**src/rtl/input_sram_loader_pkg.sv**
```systemverilog
// Shared definitions for the input SRAM loader and its header checker.
// Holds the SRAM geometry, legal matrix dimension range, list terminator,
// the loader state encoding and the header word builder.
package input_sram_loader_pkg;

  localparam int ADDR_W = 12;
  localparam int DATA_W = 16;
  localparam int N_MIN  = 4;
  localparam int N_MAX  = 64;

  localparam logic [15:0] TERM_WORD = 16'hFFFF;
  localparam logic [7:0]  HDR_UPPER = 8'h00;

  typedef enum logic [2:0] {
    ST_IDLE,
    ST_HDR,
    ST_DATA_HI,
    ST_DATA_LO,
    ST_TERM,
    ST_ERR,
    ST_DONE
  } ld_state_e;

  // Header word is the dimension N with a zero upper byte.
  function automatic logic [15:0] hdr_word(input logic [7:0] n);
    return {HDR_UPPER, n};
  endfunction

endpackage

```
**src/rtl/input_sram_hdr_check.sv**
```systemverilog
// Combinational matrix-header checker.
//   n        : header byte (matrix dimension, unsigned)
//   hdr_addr : address where this header would be written
//   n_ok     : N is even and within [N_MIN, N_MAX]
//   fits     : header + N*N/2 data words still leave room for the terminator
//   words    : N*N/2, the data word count of the matrix (valid when n_ok)
module input_sram_hdr_check
  import input_sram_loader_pkg::*;
#(
  parameter int ADDR_W_P = ADDR_W,
  parameter int N_MIN_P  = N_MIN,
  parameter int N_MAX_P  = N_MAX
) (
  input  logic [7:0]          n,
  input  logic [ADDR_W_P-1:0] hdr_addr,
  output logic                n_ok,
  output logic                fits,
  output logic [ADDR_W_P-1:0] words
);

  // Wide enough that hdr_addr + 1 + 255*255/2 can never wrap.
  localparam int EW = ADDR_W_P + 17;
  localparam logic [EW-1:0] LIMIT = EW'((64'd1 << ADDR_W_P) - 64'd1);
  localparam logic [7:0]    NMIN8 = 8'(N_MIN_P);
  localparam logic [7:0]    NMAX8 = 8'(N_MAX_P);

  logic [15:0]   sq;
  logic [EW-1:0] end_addr;

  always_comb begin
    sq       = 16'(n) * 16'(n);
    words    = ADDR_W_P'(sq >> 1);
    n_ok     = !n[0] && (n >= NMIN8) && (n <= NMAX8);
    end_addr = EW'(hdr_addr) + EW'(1) + EW'(sq >> 1);
    fits     = (end_addr <= LIMIT);
  end

endmodule

```
**src/rtl/input_sram_loader.sv**
```systemverilog
// Byte-stream front end for the engine's input SRAM. Accepts square matrices
// (header byte N followed by N*N element bytes) over valid/ready, packs two
// bytes per word (earlier byte in the upper half), writes header + data words
// from address 0 and closes the list with TERM_WORD. A malformed header or a
// misplaced last flag rewinds the terminator to the current header address so
// the list keeps only complete matrices.
//   clk, reset_b        : clock, synchronous active-high reset
//   load_start          : begin a session (IDLE only)
//   s_valid/s_ready/s_data/s_last_set : byte stream in
//   input_sram_write_*  : registered SRAM write port
//   load_busy/load_done/load_error    : session status
module input_sram_loader
  import input_sram_loader_pkg::*;
#(
  parameter int                ADDR_W_P    = ADDR_W,
  parameter int                DATA_W_P    = DATA_W,
  parameter int                N_MIN_P     = N_MIN,
  parameter int                N_MAX_P     = N_MAX,
  parameter logic [DATA_W_P-1:0] TERM_WORD_P = DATA_W_P'(TERM_WORD)
) (
  input  logic                clk,
  input  logic                reset_b,
  input  logic                load_start,
  input  logic                s_valid,
  output logic                s_ready,
  input  logic [7:0]          s_data,
  input  logic                s_last_set,
  output logic                input_sram_write_enable,
  output logic [ADDR_W_P-1:0] input_sram_write_addresss,
  output logic [DATA_W_P-1:0] input_sram_write_data,
  output logic                load_busy,
  output logic                load_done,
  output logic                load_error
);

  ld_state_e state, state_d;
  logic [ADDR_W_P-1:0] addr, addr_d, hdr_addr, hdr_d, remaining, rem_d, words;
  logic [7:0]          hi, hi_d;
  logic                err_d, we_d, xfer, n_ok, fits;
  logic [ADDR_W_P-1:0] waddr_d;
  logic [DATA_W_P-1:0] wdata_d;

  input_sram_hdr_check #(
    .ADDR_W_P(ADDR_W_P),
    .N_MIN_P (N_MIN_P),
    .N_MAX_P (N_MAX_P)
  ) u_hdr_check (
    .n       (s_data),
    .hdr_addr(hdr_addr),
    .n_ok    (n_ok),
    .fits    (fits),
    .words   (words)
  );

  // Status and ready are pure state decodes.
  always_comb begin
    s_ready   = (state == ST_HDR) || (state == ST_DATA_HI) || (state == ST_DATA_LO);
    load_busy = (state != ST_IDLE) && (state != ST_DONE);
    load_done = (state == ST_DONE);
  end

  assign xfer = s_valid & s_ready;

  always_comb begin
    state_d = state;
    addr_d  = addr;
    hdr_d   = hdr_addr;
    rem_d   = remaining;
    hi_d    = hi;
    err_d   = load_error;
    we_d    = 1'b0;
    waddr_d = addr;
    wdata_d = TERM_WORD_P;
    case (state)
      ST_IDLE: if (load_start) begin
        state_d = ST_HDR;
        addr_d  = '0;
        hdr_d   = '0;
        err_d   = 1'b0;
      end
      ST_HDR: if (xfer) begin
        if (n_ok && fits) begin
          we_d    = 1'b1;
          wdata_d = DATA_W_P'(hdr_word(s_data));
          addr_d  = addr + 1'b1;
          rem_d   = words;
          state_d = ST_DATA_HI;
        end else begin
          state_d = ST_ERR;
        end
      end
      ST_DATA_HI: if (xfer) begin
        if (s_last_set) state_d = ST_ERR;
        else begin
          hi_d    = s_data;
          state_d = ST_DATA_LO;
        end
      end
      ST_DATA_LO: if (xfer) begin
        we_d    = 1'b1;
        wdata_d = DATA_W_P'({hi, s_data});
        addr_d  = addr + 1'b1;
        rem_d   = remaining - 1'b1;
        if (remaining == ADDR_W_P'(1)) begin
          if (s_last_set) state_d = ST_TERM;
          else begin
            hdr_d   = addr + 1'b1;  // next header lands right after this word
            state_d = ST_HDR;
          end
        end else begin
          state_d = s_last_set ? ST_ERR : ST_DATA_HI;
        end
      end
      ST_TERM: begin
        we_d    = 1'b1;
        state_d = ST_DONE;
      end
      ST_ERR: begin
        // Overwrite the bad header slot so the list ends at the last good matrix.
        we_d    = 1'b1;
        waddr_d = hdr_addr;
        err_d   = 1'b1;
        state_d = ST_DONE;
      end
      ST_DONE: state_d = ST_IDLE;
      default: state_d = ST_IDLE;
    endcase
  end

  always_ff @(posedge clk) begin
    if (reset_b) begin
      state                     <= ST_IDLE;
      addr                      <= '0;
      hdr_addr                  <= '0;
      remaining                 <= '0;
      hi                        <= '0;
      load_error                <= 1'b0;
      input_sram_write_enable   <= 1'b0;
      input_sram_write_addresss <= '0;
      input_sram_write_data     <= '0;
    end else begin
      state                     <= state_d;
      addr                      <= addr_d;
      hdr_addr                  <= hdr_d;
      remaining                 <= rem_d;
      hi                        <= hi_d;
      load_error                <= err_d;
      input_sram_write_enable   <= we_d;
      input_sram_write_addresss <= waddr_d;
      input_sram_write_data     <= wdata_d;
    end
  end

endmodule

```
**config.mk**
```make
export PLATFORM = sky130hd
export DESIGN_NAME = input_sram_loader
export DESIGN_NICKNAME = d
export VERILOG_FILES = /design/src/rtl/input_sram_loader_pkg.sv /design/src/rtl/input_sram_hdr_check.sv /design/src/rtl/input_sram_loader.sv
export SDC_FILE = /design/constraint.sdc
export NUM_CORES = 1
export LEC_CHECK = 0
export CAP_MARGIN = 20
export CORE_AREA = 2 2 141 143
export CTS_CLUSTER_SIZE = 12
export DETAILED_ROUTE_END_ITERATION = 10
export DIE_AREA = 0 0 143 145
export PLACE_DENSITY = 0.53
export SLEW_MARGIN = 20
export SYNTH_ARGS = -nofsm -noshare
export SYNTH_HDL_FRONTEND = slang
export SYNTH_HIERARCHICAL = 1
export SYNTH_SLANG_ARGS = --single-unit
```
**constraint.sdc**
```tcl
create_clock -name clk -period 8.3 [get_ports clk]
set_clock_uncertainty 0.2 [all_clocks]
set_input_delay 0.83 -clock clk [delete_from_list [all_inputs] [get_ports clk]]
set_output_delay 0.83 -clock clk [all_outputs]
set_load 0.05 [all_outputs]
```
# Word level (Yosys, flattened, before mapping)
# Cells that the tools add are included.
# op_classes
addsub	4
reduce_logical	20
eq_ne	15
mul	1
n_bitwise	2
order_cmp	3
muxes	34
# ops
cell	n
12-bit 2-to-1 mux	11
16-bit 2-to-1 mux	3
12-bit one-hot mux with 2 select lines	2
12-bit one-hot mux with 3 select lines	1
16-bit one-hot mux with 2 select lines	1
29-bit by 15-bit adder with 29-bit output	1
29-bit by 12-bit <= comparator with 1-bit output (second input constant)	1
3-bit 2-to-1 mux	9
8-bit by 8-bit multiplier with 16-bit output	1
3-bit one-hot mux with 5 select lines	1
12-bit by 1-bit adder with 13-bit output (second input constant)	1
12-bit by 1-bit adder with 12-bit output (second input constant)	1
12-bit by 1-bit equality test with 1-bit output (second input constant)	1
12-bit by 1-bit subtractor with 12-bit output (second input constant)	1
2-bit != test (second input constant)	5
5-bit AND reduction	2
3-bit equality test (second input constant)	3
8-bit by 3-bit greater-or-equal comparator with 1-bit output (second input constant)	1
8-bit by 7-bit <= comparator with 1-bit output (second input constant)	1
4-bit AND reduction	2
3-bit by 2-bit equality test with 1-bit output (second input constant)	2
2-bit nonzero test	3
3-bit nonzero test	2
1-bit logical AND	4
14 further kinds	19
# totals
input_bits	13
wordCells	88
out_inout_bits	33
reg_bits	77

# Logic depth before layout (Yosys ltp)
# Gate-level depths: netlist (run 1).
# depth
word_depth	7
ltp_mapped	28
mapped_depth_nobuf	26

# By module
# The synthesis (run 1) kept the hierarchy.
# modules_own_cells
module	cells_per_inst	seq_area_each_um2	area_each_um2	n_inst
input_sram_loader	417	1541.5	3398.3	1
input_sram_hdr_check	225	0.0	1893.1	1

# Least setup slack after synthesis (run 1)
# Ideal clock, no wire load.
# synth_timing
path_type	input port to flip-flop
startpoint	in s_data[6]
endpoint	reg addr[5]
setup_time_ps	132
setup_slack_ps	1446
n_path_buf	2
t_arrival_ps	6522
required_time_ps	7968
path_stages	25
path_cell_list	clkbuf_1 -> and2_1 -> fa_1 -> fa_1 -> inv_1 -> fa_1 -> fa_1 -> inv_1 -> ha_1 -> a2111oi_0 -> o21ai_1 -> nand2_1 -> xnor2_1 -> ha_1 -> a21oi_1 -> a21boi_0 -> o31a_1 -> o22a_1 -> nor3_1 -> a21o_1 -> a32oi_1 -> or2_2 -> clkbuf_1 -> o21ai_0 -> a21oi_1
# synth_via
elab_chain_len	6
word_cells_on_any_way	10
cone_classes	add/sub: 1; mul: 1; order compare: 3; eq/ne: 1; reduce/logical: 4
# synth_lines
element	line_no	text
start: declaration	input_sram_loader.sv:26	input logic [7:0] s_data,
8-bit by 8-bit multiplier with 16-bit output	input_sram_hdr_check.sv:31	sq = 16'(n) * 16'(n);
net words[9]	input_sram_loader.sv:37	logic [ADDR_W_P-1:0] addr, addr_d, hdr_addr, hdr_d, remaining, rem_d, words;
29-bit by 15-bit adder with 29-bit output	input_sram_hdr_check.sv:34	end_addr = EW'(hdr_addr) + EW'(1) + EW'(sq >> 1);
29-bit by 12-bit <= comparator with 1-bit output	input_sram_hdr_check.sv:35	fits = (end_addr <= LIMIT);
net fits	input_sram_loader.sv:39	logic err_d, we_d, xfer, n_ok, fits;
1-bit logical AND	input_sram_loader.sv:82	if (n_ok && fits) begin
2-bit by 1-bit != test with 1-bit output (no source line)	n/a	
5-bit AND reduction (no source line)	n/a	
end signal: assignment	input_sram_loader.sv:143	addr <= addr_d;
end: declaration	input_sram_loader.sv:37	
# The timed path passes the listed nets, and every way through them passes these cells.
# A chain may end at the register's enable or synchronous reset.

# Worst setup path after layout (run 1)
# layout_timing
startpoint	in s_data[3]
endpoint	reg remaining[9]
# layout_via
elab_chain_len	6
word_cells_on_any_way	13
cone_classes	add/sub: 1; mul: 1; order compare: 3; eq/ne: 1; mux: 3; reduce/logical: 4
# layout_lines
element	line_no	text
8-bit by 8-bit multiplier with 16-bit output	input_sram_hdr_check.sv:31	
net words[9]	input_sram_loader.sv:37	
29-bit by 15-bit adder with 29-bit output	input_sram_hdr_check.sv:34	
29-bit by 12-bit <= comparator with 1-bit output	input_sram_hdr_check.sv:35	
net fits	input_sram_loader.sv:39	
1-bit logical AND	input_sram_loader.sv:82	
2-bit by 1-bit != test with 1-bit output (no source line)	n/a	
4-bit AND reduction (no source line)	n/a	
end signal: assignment	input_sram_loader.sv:145	remaining <= rem_d;
end: declaration	input_sram_loader.sv:37	
# The timed path passes the listed nets, and every way through them passes these cells. The select of a mux whose other input is x is not followed.

==> results of run 1 <==
==> registers in the layout, indices dropped and copies added (netlist names) <==
register / flops
input_sram_write_data: 16
addr: 12
input_sram_write_enable: 1
hi: 8
remaining: 12
load_error: 1
hdr_addr: 12
input_sram_write_addresss: 12
state: 3
==> through the flow <==
stage,utilization (%),setup WS [ns],std cells,hold WS [ns]
after floorplan,-,1.45,644,0.240
after global placement,31.4,0.592,933,0.261
after detailed placement,31.4,0.487,933,0.257
after CTS,33.0,0.844,949,0.275
after global routing,33.0,0.290,949,0.296
final,33.0,0.901,949,0.277
==> worst register-to-register path: cells and delay by family, from the launching register on <==
family | cells | cell delay (ns)
AND/OR/NAND/NOR | 3 | 1.68
AO/OA/AOI/OAI | 2 | 0.31
flip-flops | 1 | 0.91
buffers and inverters | 1 | 0.24
==> kinds of logic (layout without fill, tap and decap cells) <==
| group | after synthesis | count (layout) | synth area share, % |
|---|---|---|---|
| flip-flops | 77 | 77 | 29.1 |
| AO/OA/AOI/OAI | 147 | 147 | 17.8 |
| AND/OR/NAND/NOR | 234 | 234 | 21.7 |
| adder cells (fa/ha/maj) | 68 | 68 | 19.5 |
| multiplexers | 10 | 10 | 1.92 |
| buffers and inverters | 82 | 122 | 6.08 |
| XOR/XNOR | 23 | 23 | 3.81 |
| other | 1 | 3 | 0.0709 |
==> power breakdown <==
part	switching, mW	internal, mW	total, mW
registers	0.0148	0.379	0.394
logic	0.348	0.241	0.589
clock network	0.164	0.243	0.407
==> how the worst max path moves through the flow <==
stage	from	endpoint	slack [ns]
after floorplan	s_data[6]	addr[5]	1.45
after global placement	s_data[7]	addr[6]	0.59
after detailed placement	s_data[7]	remaining[9]	0.49
after CTS	s_data[7]	remaining[9]	0.84
after global routing	s_data[2]	addr[5]	0.29
final	s_data[3]	remaining[9]	0.90
==> cell usage in the layout (no fill, tap or decap), types with 14 or more instances in the layout <==
master | netlist | final
sky130_fd_sc_hd__inv_1 | 48 | 48
sky130_fd_sc_hd__nor3_1 | 16 | 16
sky130_fd_sc_hd__clkdlybuf4s50_1 | 0 | 44
sky130_fd_sc_hd__dfxtp_1 | 77 | 77
sky130_fd_sc_hd__a21oi_1 | 59 | 59
sky130_fd_sc_hd__o21ai_0 | 15 | 15
sky130_fd_sc_hd__or3_1 | 14 | 14
sky130_fd_sc_hd__nor2_1 | 69 | 69
sky130_fd_sc_hd__fa_1 | 24 | 24
sky130_fd_sc_hd__ha_1 | 44 | 44
sky130_fd_sc_hd__nand2_1 | 57 | 57
sky130_fd_sc_hd__and2_1 | 22 | 22
==> routing by layer <==
layer,vias up,wire length (um),GRT usage (%)
met5,-,0,0
met4,0,181,3.22
met3,11,456,2.34
met2,67,6030,20.8
met1,2125,6550,18.2
li1,2281,-,-
==> layout make-up <==
| class | instances | area (um2) |
|---|---|---|
| Inverter | 48 | 180 |
| Fill cell | 2063 | 12900 |
| Timing Repair Buffer | 58 | 543 |
| Multi-Input combinational cell | 485 | 3440 |
| Sequential cell | 77 | 1540 |
| Tap cell | 265 | 332 |
| Clock inverter | 6 | 70.1 |
| Clock buffer | 10 | 239 |
==> results.md, run 1 <==
Timing
• final critical-path share of the clock period: 89.1%
• RSZ-0062 raised after global routing: no
• Highest Clock Rate: 0.135 GHz
• normalized max-slew margin: 38.0%
• Period minus WS final: 7.40 ns
• Sum Neg Setup Slack: 0 ns
• final number of max-transition violations: 0
• Least-Margin Pin Slew: 0.927 ns
• final-report hold violation count: 0
• final-report setup violation count: 0

Synth
• cell with the most instances after synthesis: sky130_fd_sc_hd__dfxtp_1
• fraction of synthesis flops using an asynchronous set or reset pin: 0%
• number of unique standard cell types used by synthesis: 61
• cell type with the largest total area after synthesis: sky130_fd_sc_hd__dfxtp_1
• most frequently used flop master after synthesis: sky130_fd_sc_hd__dfxtp_1
• count of flip-flops with a built-in enable after synthesis: 0
• sequential share of the synthesized area: 29.1%
• Ys Warns: 6
• synth top area cells: sky130_fd_sc_hd__dfxtp_1, sky130_fd_sc_hd__ha_1, sky130_fd_sc_hd__fa_1
• gate count after technology mapping: 642
• fraction of post-synthesis cell area in the top cell type by area: 29.1%
• commonest cells in the netlist: sky130_fd_sc_hd__dfxtp_1, sky130_fd_sc_hd__nor2_1, sky130_fd_sc_hd__a21oi_1, sky130_fd_sc_hd__nand2_1, sky130_fd_sc_hd__inv_1
• synthesized area: 0.00529 mm2
• Post-Syn Area per Cell: 8.24 um2
• post-synthesis register bit count: 77

Floorplan
• initial core utilization: 27.5%
• area enclosed by the die boundary: 0.0207 mm2
• vertical die dimension: 145 um
• I/O pin count: 46
• Horiz. Die Dim: 143 um
• FP Rows: 51
• Core Footprint: 0.0192 mm2

Route
• initial DRC count: 209
• Final ANT Viol Nets: 0
• Pre-antenna DRT Iters: 4
• final routed DRC violation total: 0
• total wirelength of the detailed-routed design: 13.2 mm
• via/cell ratio: 4.72
• total via count in the routed design: 4484
• post-detailed-route wirelength per cell: 13.9 um

Outcome
• status: finished clean

Setup path
• crit path max-delay cell type: sky130_fd_sc_hd__clkdlybuf4s50_1
• Critical Path Sink Type: register
• setup slack of the worst register-to-register path: 4.89 ns
• arrival time at the worst endpoint: 7.46 ns
• worst stage delay on the critical path: 0.65 ns
• CP Cell Sequence: clkdlybuf4s50_1 > and2_1 > fa_1 > fa_1 > inv_1 > fa_1 > fa_1 > inv_1 > ha_1 > a2111oi_0 > o21ai_1 > nand2_1 > xnor2_1 > ha_1 > a21oi_1 > a21boi_0 > o31a_1 > o22a_1 > nor3_1 > a21o_1 > nand3_1 > buf_4 > or3_1 > a31oi_1
• required time reported for the critical path endpoint: 8.37 ns
• category of the critical setup timing path: in2reg
• startpoint type of the worst setup path: primary input
• most common cell type on the critical path: sky130_fd_sc_hd__fa_1
• biggest fanout along the worst timing path: 30
• CP delay by family, top: adder cells
• length in cells of the worst reg-to-reg path: 6
• crit path buf inv count: 4
• Crit. path cell count: 24
• r2r startpoint: state[1]
• terminus of the critical flop-to-flop path: hdr_addr[10]

Placement
• placed cell area: 0.00603 mm2
• buffers added on ports: 45
• global placement routability congestion: 0.791
• detailed placement HPWL: 9.72 mm

Pwr
• cell leakage power: 2.58 nW
• peak supply drop: 103 uV
• power density of the placed cells: 219 mW/mm2
• total power after layout: 1.39 mW

Cells and area
• final instance area: 0.00634 mm2
• share of final-layout standard cells stronger than drive strength 1: 5.56%
• net count reported at finish: 760
• area delta synth->final: 19.8%
• number of diodes added for antenna fixing: 0

CTS
• Clock Sinks: 77
• CTS clock-pin slew for the worst setup and hold paths: 0.06 ns
• H-tree depth: 3
• maximum number of buffers from clock root to sink: 2
• setup fix buffers added after clock tree synthesis: 0
• clock tree root driver cell: sky130_fd_sc_hd__clkbuf_16
• clock buffer count from CTS: 9
• Skew-Pair Late Insertion Delay: 0.34 ns
• TritonCTS clock tree: built
• hold_buf cts: 0
• post-CTS resize count: 0

GRT
• overall overflow remaining after global route: 0
• number of antenna violations at the first check in global routing: 0
• maximum number of pins on one net before global-route repair: 73
• global-route wire length before repair: 22.1 mm
• total global routing track utilization: 13.0%
• via count of the first global-routing pass: 4377

Worst hold path
• class of the tightest hold or removal check: reg2reg
• Cells on Worst Hold Path: 2
• hold_sp: hdr_addr[1]
• Hold Crit Endpoint: hdr_addr[1]

Flow run
• count of maximum capacitance violations: 0

No activity file was read; power rests on OpenSTA's default activity.
==> run 2, diff against run 1 <==
Settings changed: MAX_ROUTING_LAYER set to met4.
==> results.md, run 2 (synthesis gave the netlist of run 1 again) <==
CTS
• maximum number of buffers from clock root to sink: 2, unchanged
• clock tree root driver cell: sky130_fd_sc_hd__clkbuf_16
• H-tree depth: 3, unchanged
• clock buffer count from CTS: 9, unchanged
• Clock Sinks: 77, unchanged
• post-CTS resize count: 0, unchanged
• CTS clock-pin slew for the worst setup and hold paths: 0.06 ns, about the same
• TritonCTS clock tree: built
• Skew-Pair Late Insertion Delay: 0.34 ns, about the same
• setup fix buffers added after clock tree synthesis: 0, unchanged
• hold_buf cts: 0, unchanged

Route
• final routed DRC violation total: 0, unchanged
• total wirelength of the detailed-routed design: 13.2 mm, -0.46%
• total via count in the routed design: 4487, +0.067%
• via/cell ratio: 4.73, about the same
• Pre-antenna DRT Iters: 4, unchanged
• post-detailed-route wirelength per cell: 13.9 um, -0.46%
• initial DRC count: 214, +2.4%
• Final ANT Viol Nets: 0, unchanged

GRT
• overall overflow remaining after global route: 0, unchanged
• total global routing track utilization: 13.4%, +0.38 points
• via count of the first global-routing pass: 4391, +0.32%
• number of antenna violations at the first check in global routing: 0, unchanged
• maximum number of pins on one net before global-route repair: 73, unchanged
• global-route wire length before repair: 22.1 mm, about the same

Placement
• buffers added on ports: 45, unchanged
• detailed placement HPWL: 9.72 mm, unchanged
• placed cell area: 0.00603 mm2, unchanged
• global placement routability congestion: 0.802, +1.4%

Floorplan
• Core Footprint: 0.0192 mm2, unchanged
• I/O pin count: 46, unchanged
• vertical die dimension: 145 um, unchanged
• area enclosed by the die boundary: 0.0207 mm2, unchanged
• Horiz. Die Dim: 143 um, unchanged
• initial core utilization: 27.5%, unchanged
• FP Rows: 51, unchanged

Cells and area
• top library cells by usage in the layout, fill and taps aside: sky130_fd_sc_hd__dfxtp_1, sky130_fd_sc_hd__nor2_1, sky130_fd_sc_hd__a21oi_1
• net count reported at finish: 760, unchanged
• count of filler cells inserted in the layout: 2063, unchanged
• number of diodes added for antenna fixing: 0, unchanged
• final instance area: 0.00634 mm2, unchanged
• Most flops, register: input_sram_write_data
• area delta synth->final: 19.8%, unchanged
• flip-flop count of the largest register after layout: 16, unchanged
• utilization of the core after routing: 33.0%, unchanged
• most common cell after layout, fill and taps aside: sky130_fd_sc_hd__dfxtp_1
• share of final-layout standard cells stronger than drive strength 1: 5.56%, unchanged

Timing
• Sum Neg Setup Slack: 0 ns, unchanged
• normalized max-slew margin: 39.1%, +1.1 points
• Highest Clock Rate: 0.135 GHz, about the same
• final-report hold violation count: 0, unchanged
• final critical-path share of the clock period: 89.2%, about the same
• Least-Margin Pin Slew: 0.911 ns, -0.0160 ns
• final number of max-transition violations: 0, unchanged
• RSZ-0062 raised after global routing: no
• final-report setup violation count: 0, unchanged
• Period minus WS final: 7.40 ns, +0.00141 ns
• smallest hold slack: 0.278 ns, +0.000459 ns

Pwr
• cell leakage power: 2.58 nW, unchanged
• peak supply drop: 104 uV, +1.0%
• power density of the placed cells: 219 mW/mm2, -0.15%

Setup path
• biggest fanout along the worst timing path: 30, unchanged
• length in cells of the worst reg-to-reg path: 6, unchanged
• startpoint type of the worst setup path: primary input
• terminus of the critical flop-to-flop path: hdr_addr[10]
• setup slack of the worst register-to-register path: 4.92 ns, +0.03 ns
• category of the critical setup timing path: in2reg
• Critical Path Sink Type: register
• arrival time at the worst endpoint: 7.47 ns, about the same
• required time reported for the critical path endpoint: 8.37 ns, about the same
• r2r startpoint: state[1]

Flow run
• count of maximum capacitance violations: 0, unchanged

Outcome
• status: finished clean

Worst hold path
• class of the tightest hold or removal check: reg2reg
• Cells on Worst Hold Path: 2, unchanged
• Hold Crit Endpoint: hdr_addr[1]
• hold_sp: hdr_addr[1]

-- run 2: cell counts in the layout (fill, tap and decap cells not counted) --
Identical to the previous run, type by type.
-- run 2: worst max path at each step --
stage,from,to
floorplan,s_data[6],addr[5]
global placement,s_data[7],addr[6]
detailed placement,s_data[7],remaining[9]
CTS,s_data[7],remaining[9]
global route,s_data[2],addr[5]
finish,s_data[3],remaining[9]
-- run 2: final cells by class --
type	instances	area, um2	area share (%)
clock inverters	6	70.1	1.10
inverters	48	180	2.84
repair buffers	58	543	8.56
clock buffers	10	239	3.77
multi-input cells	485	3440	54.2
flip-flops and latches	77	1540	24.3
well taps	265	332	5.23
-- run 2: power by group --
part           internal (mW)  total (mW)  leakage [nW]  switching, mW
clock network          0.243       0.405         0.141          0.163
registers              0.379       0.394         0.627         0.0148
logic                  0.242       0.588          1.81          0.347
total                  0.863        1.39          2.58          0.525
-- run 2: metal layers --
metal  share of wire, %  vias to the layer above  routed length [um]  GRT usage [%]
li1                   -                     2282                   -              -
met1                 49                     2110                6400           18.3
met2                 46                       85                6080           20.7
met3                3.9                       10                 518           2.28
met4                1.2                        0                 159           3.22
met5                  0                        -                   0              -
-- run 2: metrics by stage --
stage                     instances  power (mW)  setup WS (ns)
final                           949        1.39          0.900
after global placement          933       0.993          0.592
after detailed placement        933       0.992          0.487
after global routing            949        1.51          0.290
after floorplan                 644       0.852           1.45
after CTS                       949        1.41          0.844
-- run 2: worst max-delay path, cell delays in order --
cell	delay (ns)
sky130_fd_sc_hd__clkdlybuf4s50_1	0.65
sky130_fd_sc_hd__and2_1	0.23
sky130_fd_sc_hd__fa_1	0.45
sky130_fd_sc_hd__fa_1	0.55
sky130_fd_sc_hd__inv_1	0.05
sky130_fd_sc_hd__fa_1	0.50
sky130_fd_sc_hd__fa_1	0.54
sky130_fd_sc_hd__inv_1	0.04
sky130_fd_sc_hd__ha_1	0.24
sky130_fd_sc_hd__a2111oi_0	0.37
sky130_fd_sc_hd__o21ai_1	0.18
sky130_fd_sc_hd__nand2_1	0.11
sky130_fd_sc_hd__xnor2_1	0.18
sky130_fd_sc_hd__ha_1	0.33
sky130_fd_sc_hd__a21oi_1	0.14
sky130_fd_sc_hd__a21boi_0	0.11
sky130_fd_sc_hd__o31a_1	0.28
sky130_fd_sc_hd__o22a_1	0.19
sky130_fd_sc_hd__nor3_1	0.34
sky130_fd_sc_hd__a21o_1	0.20
sky130_fd_sc_hd__nand3_1	0.11
sky130_fd_sc_hd__buf_4	0.29
sky130_fd_sc_hd__or3_1	0.40
sky130_fd_sc_hd__a31oi_1	0.12
==> run 3, diff against run 2 <==
Settings changed: GPL_TIMING_DRIVEN set to 0.
==> results.md, run 3 (synthesis gave the netlist of run 1 again) <==
CTS
• clock buffer count from CTS: 9, unchanged
• CTS clock-pin slew for the worst setup and hold paths: 0.06 ns, about the same
• H-tree depth: 3, unchanged
• TritonCTS clock tree: built
• setup fix buffers added after clock tree synthesis: 0, unchanged
• hold_buf cts: 0, unchanged
• post-CTS resize count: 1, +1
• clock tree root driver cell: sky130_fd_sc_hd__clkbuf_16
• Skew-Pair Late Insertion Delay: 0.34 ns, about the same
• maximum number of buffers from clock root to sink: 2, unchanged
• Clock Sinks: 77, unchanged

Timing
• worst-case setup margin in the final layout: 0.472 ns, -0.427 ns
• final critical-path share of the clock period: 94.3%, +5.2 points
• final number of max-transition violations: 0, unchanged
• RSZ-0062 raised after global routing: no
• final-report setup violation count: 0, unchanged
• Least-Margin Pin Slew: 0.752 ns, -0.160 ns
• Period minus WS final: 7.83 ns, +0.427 ns
• final-report hold violation count: 0, unchanged
• Highest Clock Rate: 0.128 GHz, -5.5%
• normalized max-slew margin: 49.8%, +11 points

Placement
• buffers added on ports: 44, -2.2%
• detailed placement HPWL: 10.7 mm, +10%
• placed cell area: 0.00607 mm2, +0.64%
• pre-CTS worst setup slack: -0.417 ns, -0.905 ns
• global placement routability congestion: 0.848, +5.7%

Route
• total wirelength of the detailed-routed design: 14.5 mm, +10%
• initial DRC count: 294, +37%
• post-detailed-route wirelength per cell: 15.0 um, +8.0%
• Final ANT Viol Nets: 0, unchanged
• total via count in the routed design: 4667, +4.0%
• Pre-antenna DRT Iters: 7, +3
• final routed DRC violation total: 0, unchanged
• via/cell ratio: 4.83, +2.1%

Cells and area
• final instance area: 0.00640 mm2, +1.0%
• most common cell after layout, fill and taps aside: sky130_fd_sc_hd__dfxtp_1
• net count reported at finish: 779, +2.5%
• number of diodes added for antenna fixing: 0, unchanged
• area delta synth->final: 21.0%
• share of final-layout standard cells stronger than drive strength 1: 4.70%, -0.85 points
• top library cells by usage in the layout, fill and taps aside: sky130_fd_sc_hd__dfxtp_1, sky130_fd_sc_hd__nor2_1, sky130_fd_sc_hd__a21oi_1
• count of filler cells inserted in the layout: 2016, -2.3%
• flip-flop count of the largest register after layout: 16, unchanged
• Most flops, register: input_sram_write_data

Setup path
• crit path max-delay cell type: sky130_fd_sc_hd__clkdlybuf4s50_1
• startpoint type of the worst setup path: primary input
• required time reported for the critical path endpoint: 8.37 ns, about the same
• worst stage delay on the critical path: 0.79 ns, +0.14 ns
• arrival time at the worst endpoint: 7.90 ns, +0.43 ns
• biggest fanout along the worst timing path: 11, -63%
• crit path buf inv count: 5, +1
• category of the critical setup timing path: in2reg
• Critical Path Sink Type: register
• CP delay by family, top: adder cells
• most common cell type on the critical path: sky130_fd_sc_hd__fa_1

GRT
• grt met3 use: 2.54%, +0.26 points
• met2 track demand over resource: 22.8%, +2.1 points
• met1 routing resource usage after global routing: 20.3%, +2.0 points
• via count of the first global-routing pass: 4545, +3.5%
• total global routing track utilization: 14.9%, +1.4 points
• routing layer with the top usage in global route: met2
• overall overflow remaining after global route: 0, unchanged
• number of antenna violations at the first check in global routing: 0, unchanged
• maximum number of pins on one net before global-route repair: 13, -82%
• global-route wire length before repair: 24.0 mm, +8.7%

Worst hold path
• class of the tightest hold or removal check: reg2reg

Floorplan
• vertical die dimension: 145 um, unchanged
• initial core utilization: 27.5%, unchanged
• Horiz. Die Dim: 143 um, unchanged
• I/O pin count: 46, unchanged
• FP Rows: 51, unchanged
• Core Footprint: 0.0192 mm2, unchanged
• area enclosed by the die boundary: 0.0207 mm2, unchanged

Pwr
• cell leakage power: 2.64 nW, +2.1%
• total power after layout: 1.42 mW, +2.2%
• power density of the placed cells: 221 mW/mm2, +1.2%
• peak supply drop: 120 uV, +15%

Outcome
• status: finished clean

Flow run
• count of maximum capacitance violations: 0, unchanged

## run 3: cell type report
class	instances	area, um2	area share, %
multi-input combinational	485	3440	53.7
inverter	48	180	2.81
tap	265	332	5.18
timing repair buffer	44	450	7.03
sequential	77	1540	24.1
buffer	33	145	2.27
clock buffer	11	243	3.79
clock inverter	4	72.6	1.13
## run 3: power breakdown
part           switching, mW  leakage [nW]  total (mW)  internal (mW)
registers            0.00421         0.627       0.383          0.379
clock network          0.155         0.152       0.424          0.269
logic                  0.376          1.86       0.611          0.235
## run 3: final timing paths
check | start | slack, ns | to | cells past startpoint
setup / recovery | s_data[3] | 0.47 | remaining[6] | 26
hold / removal | hi[0] | 0.27 | input_sram_write_data[8] | 1
setup reg to reg | hdr_addr[9] | 4.89 | remaining[6] | 13
hold reg to reg | hi[0] | 0.27 | input_sram_write_data[8] | 1
## run 3: worst reg2reg max path: stages (launching register included)
cell and delay (ns):
sky130_fd_sc_hd__dfxtp_1 0.35, sky130_fd_sc_hd__ha_1 0.35, sky130_fd_sc_hd__nand4_1 0.14, sky130_fd_sc_hd__a221o_1 0.28, sky130_fd_sc_hd__a31oi_1 0.32, sky130_fd_sc_hd__nor3_1 0.12
sky130_fd_sc_hd__nor3_1 0.19, sky130_fd_sc_hd__nor3_2 0.09, sky130_fd_sc_hd__a21o_1 0.21, sky130_fd_sc_hd__nand3_1 0.21, sky130_fd_sc_hd__clkbuf_2 0.35, sky130_fd_sc_hd__buf_2 0.34
sky130_fd_sc_hd__o22ai_1 0.11, sky130_fd_sc_hd__nor2_1 0.10
## run 3: routing by layer
layer | routed length, um | up-vias | part of all wire [%]
met1 | 7140 | 2210 | 49
met2 | 6580 | 102 | 45
met3 | 512 | 21 | 3.5
met5 | 0 | - | 0
li1 | - | 2334 | -
met4 | 240 | 0 | 1.7
## run 3: metrics by stage
| step | hold WS [ns] | std cells | util (%) | TNS (ns) |
|---|---|---|---|---|
| floorplan | 0.240 | 644 | - | 0 |
| CTS | 0.276 | 968 | 33.3 | 0 |
| global route | 0.300 | 967 | 33.3 | 0 |
| finish | 0.275 | 967 | 33.3 | 0 |
| detailed placement | 0.255 | 953 | 31.6 | -8.07 |
| global placement | 0.261 | 953 | 31.6 | -7.86 |
